==> config.mk <==
export PLATFORM = sky130hd
export DESIGN_NAME = sgd_model_wr_ctrl
export DESIGN_NICKNAME = d
export VERILOG_FILES = /design/src/rtl/sgd_model_wr_ctrl_pkg.sv /design/src/rtl/sgd_model_wr_ctrl_credit_delay.sv /design/src/rtl/sgd_model_wr_ctrl.sv
export SDC_FILE = /design/constraint.sdc
export NUM_CORES = 1
export LEC_CHECK = 0
export CAP_MARGIN = 40
export CORE_AREA = 2 2 276 278
export CTS_CLUSTER_DIAMETER = 120
export DETAILED_ROUTE_END_ITERATION = 10
export DIE_AREA = 0 0 278 280
export SYNTH_ARGS = -nofsm -noshare
export SYNTH_HDL_FRONTEND = slang
export SYNTH_SLANG_ARGS = --single-unit
==> constraint.sdc <==
create_clock -name clk -period 5.15 [get_ports clk]
set_clock_uncertainty 0.2 [all_clocks]
set_input_delay 0.515 -clock clk [delete_from_list [all_inputs] [get_ports clk]]
set_output_delay 0.515 -clock clk [all_outputs]
set_load 0.05 [all_outputs]
==> src/rtl/sgd_model_wr_ctrl_pkg.sv <==
// Shared definitions for the SGD model write controller: FSM state
// encodings, error codes and default datapath widths.
package sgd_model_wr_ctrl_pkg;

  localparam int SGD_DATA_W = 256;
  localparam int SGD_ADDR_W = 12;

  // Encoding is visible to software through status[30:28].
  typedef enum logic [2:0] {
    ST_IDLE   = 3'd0,
    ST_INIT   = 3'd1,
    ST_EPOCH  = 3'd2,
    ST_CHECK  = 3'd3,
    ST_SKIP   = 3'd4,
    ST_UPDATE = 3'd5,
    ST_GLOBAL = 3'd6,
    ST_FINISH = 3'd7
  } state_e;

  localparam logic [3:0] ERR_OK        = 4'd0;
  localparam logic [3:0] ERR_DIM       = 4'd1;
  localparam logic [3:0] ERR_BATCH     = 4'd2;
  localparam logic [3:0] ERR_UPD_CHECK = 4'd3;

endpackage

==> src/rtl/sgd_model_wr_ctrl_credit_delay.sv <==
// Fixed-depth delay line for the 8-bit credit count, so the credit the
// A*x reader sees lags the internal grant by DEPTH cycles.
module sgd_model_wr_ctrl_credit_delay #(
  parameter int DEPTH = 5
) (
  input  logic       clk,
  input  logic       rst_n,
  input  logic [7:0] i_credit,
  output logic [7:0] o_credit
);

  logic [7:0] r_pipe [DEPTH];

  // Shift the internal credit value through DEPTH stages.
  always_ff @(posedge clk) begin
    if (!rst_n) begin
      for (int i = 0; i < DEPTH; i++) r_pipe[i] <= 8'd0;
    end else begin
      r_pipe[0] <= i_credit;
      for (int i = 1; i < DEPTH; i++) r_pipe[i] <= r_pipe[i-1];
    end
  end

  assign o_credit = r_pipe[DEPTH-1];

endmodule

==> src/rtl/sgd_model_wr_ctrl.sv <==
// Gates per-chunk model updates into the x BRAM once per mini-batch,
// grants read credits to the A*x reader and requests host write-back at
// epoch end.
// Build option SGD_MODEL_WR_CHAIN_EN: grant the next batch's credit at
// the first chunk of an update window instead of at its end, so the next
// batch's reads overlap the model write.
module sgd_model_wr_ctrl
  import sgd_model_wr_ctrl_pkg::*;
#(
  parameter int DATA_W     = SGD_DATA_W,
  parameter int ADDR_W     = SGD_ADDR_W,
  parameter int BANK_LOG2  = 3,
  parameter int CREDIT_DLY = 5,
  parameter int CNT_W      = 12
) (
  input  logic              clk,
  input  logic              rst_n,
  input  logic              i_start,
  input  logic [31:0]       i_cfg_dimension,
  input  logic [31:0]       i_cfg_batch,
  input  logic [31:0]       i_cfg_epochs,
  input  logic [31:0]       i_cfg_samples,
  input  logic              i_upd_valid,
  input  logic [ADDR_W-1:0] i_upd_addr,
  input  logic [DATA_W-1:0] i_upd_data,
  output logic              o_x_wr_en,
  output logic [ADDR_W-1:0] o_x_wr_addr,
  output logic [DATA_W-1:0] o_x_wr_data,
  output logic [7:0]        o_credit,
  output logic              o_host_wr_en,
  input  logic              i_host_wr_done,
  output logic              o_done,
  output logic              o_error,
  output logic [3:0]        o_err_code,
  output logic [31:0]       o_status
);

  localparam logic [32:0] LP_ROUND = 33'((1 << BANK_LOG2) - 1);
  localparam logic [31:0] LP_STEP  = 32'(1 << BANK_LOG2);

  state_e              r_state;
  logic                r_start_r1;
  logic                r_start_r2;
  logic [31:0]         r_dim;
  logic [31:0]         r_batch;
  logic [9:0]          r_epochs;
  logic [31:0]         r_samples;
  logic [9:0]          r_epoch_idx;
  logic [31:0]         r_sample_idx;
  logic [31:0]         r_batch_idx;
  logic [CNT_W-1:0]    r_chunk_idx;
  logic                r_last_batch;
  logic [7:0]          r_credit;
  logic                r_s1_valid;
  logic [ADDR_W-1:0]   r_s1_addr;
  logic [DATA_W-1:0]   r_s1_data;

  logic [32:0]         w_chunks;
  logic [31:0]         w_bbs;
  logic                w_last_step;
  logic                w_chunks_hit;
  logic                w_batch_hit;
  logic                w_upd_window;
  logic                w_unused;

  assign w_chunks     = ({1'b0, r_dim} + LP_ROUND) >> BANK_LOG2;
  assign w_bbs        = r_batch >> BANK_LOG2;
  assign w_last_step  = ({1'b0, r_sample_idx} + {1'b0, LP_STEP}) >= {1'b0, r_samples};
  assign w_chunks_hit = ({{(33-CNT_W){1'b0}}, r_chunk_idx} == w_chunks);
  assign w_batch_hit  = (r_batch_idx == (w_bbs - 32'd1));
  assign w_upd_window = (r_state == ST_UPDATE);
  assign w_unused     = ^i_cfg_epochs[31:10];

  assign o_status = {i_upd_valid, r_state, r_sample_idx[19:0], r_epoch_idx[7:0]};

  // Update path: one register stage, then the gated BRAM write port.
  always_ff @(posedge clk) begin
    if (!rst_n) begin
      r_s1_valid  <= 1'b0;
      r_s1_addr   <= '0;
      r_s1_data   <= '0;
      o_x_wr_en   <= 1'b0;
      o_x_wr_addr <= '0;
      o_x_wr_data <= '0;
    end else begin
      r_s1_valid  <= i_upd_valid;
      r_s1_addr   <= i_upd_addr;
      r_s1_data   <= i_upd_data;
      o_x_wr_en   <= r_s1_valid & w_upd_window;
      o_x_wr_addr <= r_s1_addr;
      o_x_wr_data <= r_s1_data;
    end
  end

  // Run sequencing: config capture, batch/epoch walk, credits, host handshake.
  always_ff @(posedge clk) begin
    if (!rst_n) begin
      r_state      <= ST_IDLE;
      r_start_r1   <= 1'b0;
      r_start_r2   <= 1'b0;
      r_dim        <= '0;
      r_batch      <= '0;
      r_epochs     <= '0;
      r_samples    <= '0;
      r_epoch_idx  <= '0;
      r_sample_idx <= '0;
      r_batch_idx  <= '0;
      r_chunk_idx  <= '0;
      r_last_batch <= 1'b0;
      r_credit     <= 8'd0;
      o_host_wr_en <= 1'b0;
      o_done       <= 1'b0;
      o_error      <= 1'b0;
      o_err_code   <= ERR_OK;
    end else begin
      r_start_r1 <= i_start;
      r_start_r2 <= r_start_r1;
      case (r_state)
        ST_IDLE: begin
          r_dim     <= i_cfg_dimension;
          r_batch   <= i_cfg_batch;
          r_epochs  <= i_cfg_epochs[9:0];
          r_samples <= i_cfg_samples;
          if (r_start_r2) r_state <= ST_INIT;
        end
        ST_INIT: begin
          r_dim     <= i_cfg_dimension;
          r_batch   <= i_cfg_batch;
          r_epochs  <= i_cfg_epochs[9:0];
          r_samples <= i_cfg_samples;
          if (r_dim == 32'd0) begin
            o_error    <= 1'b1;
            o_err_code <= ERR_DIM;
            o_done     <= 1'b1;
            r_state    <= ST_FINISH;
          end else if ((r_batch == 32'd0) || (r_batch[BANK_LOG2-1:0] != '0)) begin
            o_error    <= 1'b1;
            o_err_code <= ERR_BATCH;
            o_done     <= 1'b1;
            r_state    <= ST_FINISH;
          end else begin
            r_state <= ST_EPOCH;
          end
        end
        ST_EPOCH: begin
          if (r_epoch_idx == r_epochs) begin
            o_done  <= 1'b1;
            r_state <= ST_FINISH;
          end else begin
            r_sample_idx <= '0;
            r_batch_idx  <= '0;
            r_chunk_idx  <= '0;
            // First batch of the run is pre-granted; later epochs get theirs from GLOBAL.
            if (r_epoch_idx == 10'd0) r_credit <= r_credit + w_bbs[7:0];
            r_state <= ST_CHECK;
          end
        end
        ST_CHECK: begin
          r_sample_idx <= r_sample_idx + LP_STEP;
          r_batch_idx  <= r_batch_idx + 32'd1;
          if (r_s1_valid) begin
            o_error    <= 1'b1;
            o_err_code <= ERR_UPD_CHECK;
            o_done     <= 1'b1;
            r_state    <= ST_FINISH;
          end else if (r_sample_idx >= r_samples) begin
            o_host_wr_en <= 1'b1;
            r_state      <= ST_GLOBAL;
          end else if (w_batch_hit || w_last_step) begin
            r_last_batch <= w_last_step;
            r_state      <= ST_UPDATE;
          end else begin
            r_state <= ST_SKIP;
          end
        end
        ST_SKIP: begin
          if (w_chunks_hit) begin
            r_chunk_idx <= '0;
            r_state     <= ST_CHECK;
          end else begin
            r_chunk_idx <= r_chunk_idx + CNT_W'(r_s1_valid);
          end
        end
        ST_UPDATE: begin
`ifdef SGD_MODEL_WR_CHAIN_EN
          if (r_s1_valid && (r_chunk_idx == '0) && !r_last_batch)
            r_credit <= r_credit + w_bbs[7:0];
`endif
          if (w_chunks_hit) begin
`ifndef SGD_MODEL_WR_CHAIN_EN
            if (!r_last_batch) r_credit <= r_credit + w_bbs[7:0];
`endif
            r_chunk_idx <= '0;
            r_batch_idx <= '0;
            r_state     <= ST_CHECK;
          end else begin
            r_chunk_idx <= r_chunk_idx + CNT_W'(r_s1_valid);
          end
        end
        ST_GLOBAL: begin
          if (i_host_wr_done) begin
            o_host_wr_en <= 1'b0;
            r_credit     <= r_credit + w_bbs[7:0];
            r_epoch_idx  <= r_epoch_idx + 10'd1;
            r_state      <= ST_EPOCH;
          end
        end
        ST_FINISH: begin
          o_done <= 1'b1;
        end
        default: r_state <= ST_IDLE;
      endcase
    end
  end

  sgd_model_wr_ctrl_credit_delay #(
    .DEPTH (CREDIT_DLY)
  ) u_credit_dly (
    .clk      (clk),
    .rst_n    (rst_n),
    .i_credit (r_credit),
    .o_credit (o_credit)
  );

endmodule
==> impl_metrics.json <==
{
  "die_area_um2": 77800,
  "area_growth_pct": 37.5,
  "critical_path_required_ns": 5.45,
  "cp_cell_sequence": "ha_1 -> nand3_1 -> buf_4 -> nor4_1 -> and2_1 -> and3_1 -> and2_1 -> nand4_1 -> xnor2_1 -> ha_1 -> nor2b_1 -> o21ai_0 -> nand3_1 -> o221ai_1 -> nand3_1 -> o211ai_1 -> a31oi_1",
  "synth_adder_area_share": 0.0330,
  "maxCapViolations": 0,
  "cts_tree": "yes",
  "timing.final.crit_period_ns": 4.47,
  "status": "finished, final reports clean",
  "worst_hold_slack_ns": 0.222,
  "wirelength_mm": 89.2,
  "post-route-util": 0.511,
  "hp-class": "reg -> reg",
  "dp_cells": 4347,
  "period_share": 0.869,
  "fin_ws_ns": 0.676,
  "path_common_cell": "nand3_1",
  "cts_root_buf": "clkbuf_16",
  "drive_above_1_share": 0.0530,
  "grt_pass1_vias": 19400,
  "synth_compound_area_frac": 0.0791,
  "path_clk_slew_ns": 0.06,
  "synth-edff-count": 0,
  "dieHeight_um": 280,
  "io_pins": 717,
  "detail-route-antenna-nets": 0,
  "drv_slew": 0,
  "io_buffers": 689,
  "clkLatencyLatePin_ns": 0.63,
  "cts_made_buffers": 85,
  "cp-end-kind": "flip-flop",
  "synth_warnings": 0,
  "synth_cell_types": 74,
  "synth-seq-cells": 786,
  "leakage_nw": 15.2,
  "synth_simple_gate_area_share": 0.245,
  "htreeDepth": 3,
  "final-setup-viol-count": 0,
  "arrival_ns": 4.77,
  "wl_per_cell_um": 19.8,
  "clock_sinks": 786,
  "die_w_um": 278,
  "fin_total_pwr_mw": 16.6,
  "dr_total_vias": 21100,
  "path_max_fanout": 9,
  "max_freq_mhz": 224,
  "grt_overflow_total": 0,
  "worst_slew_pin_slew_ns": 1.15,
  "setup-tns-final_ns": 0,
  "initial_utilization": 0.372,
  "place_ws_ns": 0.628,
  "crit_type": "reg -> reg",
  "cts_resized": 0,
  "rsz0062_at_grt": "false",
  "grt_max_degree": 295,
  "core_um2": 75200,
  "grt_pass1_wl_mm": 128,
  "crit_slowest_cell": "nor4_1",
  "placed_area_um2": 35400,
  "syn_avg_cell_area_um2": 9.81,
  "ys_seq_area_frac": 0.563,
  "synth-xor-area-share": 0.0345,
  "ys.flop_type": "dfxtp_1",
  "synthArstFlopShare": 0,
  "max_stage_delay_ns": 0.52,
  "gr-usage-all-layers": 0.220,
  "via_per_inst": 4.67,
  "powerDensity_nw_per_um2": 431,
  "route.detailed.drc": 0,
  "antenna_found_initial": 27,
  "placementRows": 101,
  "first_iter_violations": 1186,
  "dp_hpwl_mm": 66.8,
  "peakVddDrop_mv": 0.284,
  "instances_no_fill": 4509,
  "synth.cell_area_um2": 27900,
  "gp_congestion": 0.860,
  "fin_area_um2": 38400,
  "startpoint_type": "flip-flop",
  "synth_top_family_by_area": "simple AND/OR/NAND/NOR gates",
  "hold_viol": 0,
  "clockBufferDepth": 3,
  "syn_inst": 2849,
  "synth_mux_area_frac": 0.00542,
  "num-nets-final": 3931,
  "dr.pass1.iters": 6,
  "max_slew_margin": 0.233
}
==> worst max-delay path: cells and delay by family, from the launching register on <==
kind	cells	cell delay, ns
flip-flops	1	0.50
AO/OA/AOI/OAI	4	0.71
buffers and inverters	1	0.18
AND/OR/NAND/NOR	9	2.02
adder cells (fa/ha/maj)	2	0.55
XOR/XNOR	1	0.22
==> kinds of logic (layout without fill, tap and decap cells) <==
group | after synthesis | after routing
fa+ha+maj | 73 | 73
buf+inv | 253 | 928
compound gates | 363 | 363
simple gates | 1248 | 1248
flops | 786 | 786
other cells | 1 | 8
mux | 15 | 15
xor+xnor | 110 | 110
==> state kept, by name, summed over array words and instances (netlist names), 2 cells and up <==
name and count:
o_err_code 2, o_x_wr_addr 12, o_x_wr_data 256, r_batch 32, r_batch_idx 32, r_chunk_idx 12
r_credit 8, r_dim 32, r_epoch_idx 10, r_epochs 10, r_s1_addr 12, r_s1_data 256
r_sample_idx 29, r_samples 32, r_state 3, u_credit_dly.r_pipe 40
==> cells in the mapped netlist (9+ instances only) <==
master	n	area share
dfxtp_1	786	0.56
o21ai_0	56	0.010
nor3_1	33	0.0059
a21o_1	11	0.0030
clkbuf_1	139	0.019
nor2b_1	10	0.0022
mux2i_1	14	0.0050
ha_1	72	0.032
nor4_1	23	0.0051
nand3_1	44	0.0079
buf_2	9	0.0016
inv_1	58	0.0078
or4_1	9	0.0024
or3_1	34	0.0076
nor2_1	125	0.017
o31ai_1	9	0.0024
buf_4	39	0.010
a21oi_1	182	0.033
and3_1	25	0.0056
nand4_1	40	0.0090
a211oi_1	15	0.0040
and2_1	582	0.13
nand2_1	272	0.037
a22oi_1	17	0.0046
nand2b_1	14	0.0031
xnor2_1	58	0.018
xor2_1	52	0.016
==> final cells by class <==
| class | instances | area (µm²) |
|---|---|---|
| multi-input combinational | 1814 | 11100 |
| clock inverter | 41 | 569 |
| sequential | 786 | 15700 |
| timing repair buffer | 711 | 7090 |
| antenna | 3 | 7.51 |
| tap | 978 | 1220 |
| inverter | 59 | 226 |
| clock buffer | 117 | 2430 |
| fill | 6927 | 36800 |
==> worst paths after layout <==
kind | startpoint | endpoint | slack, ns | cells past startpoint
setup / recovery | r_sample_idx[3] | r_state[0] | 0.68 | 17
setup reg to reg | r_sample_idx[3] | r_state[0] | 0.68 | 17
hold / removal | u_credit_dly.r_pipe[0][24] | u_credit_dly.r_pipe[0][32] | 0.22 | 1
hold reg to reg | u_credit_dly.r_pipe[0][24] | u_credit_dly.r_pipe[0][32] | 0.22 | 1
==> power by group <==
group	internal, mW	switching (mW)	leakage, nW
Combinational	1.26	2.01	7.23
Sequential	6.54	0.372	6.48
Clock	3.80	2.60	1.47
==> placed cells by master, fill, tap and decap left out, drive strengths merged, types with 14 or more instances in the layout <==
cell type      netlist  layout
nor2               125     125
mux2i               14      14
a21oi              182     182
nand2b              14      14
a22oi               17      17
nand4               42      42
clkdlybuf4s50        0     688
ha                  72      72
and3                25      25
or3                 35      35
clkinv               1      27
buf                 55      22
and2               582     582
nor3                33      33
xor2                52      52
nor4                25      25
inv                 58      61
xnor2               58      58
a211oi              15      15
o21ai               58      58
nand2              272     272
nand3               44      44
clkbuf             139     117
dfxtp              786     786
==> routing by layer <==
metal,vias to the layer above,share of wire,track usage
li1,10600,-,-
met1,9740,0.45,0.286
met2,585,0.45,0.346
met3,124,0.091,0.0834
met4,28,0.015,0.0499
met5,-,0.0021,0
==> repair_timing <==
action                                  4_1_cts  5_1_grt
endpoints found under the setup margin        0        0
hold buffers                                  1        0
setup buffers                                 0        0
endpoints found under the hold margin         4        0
Power figures use the tool's default switching activity.
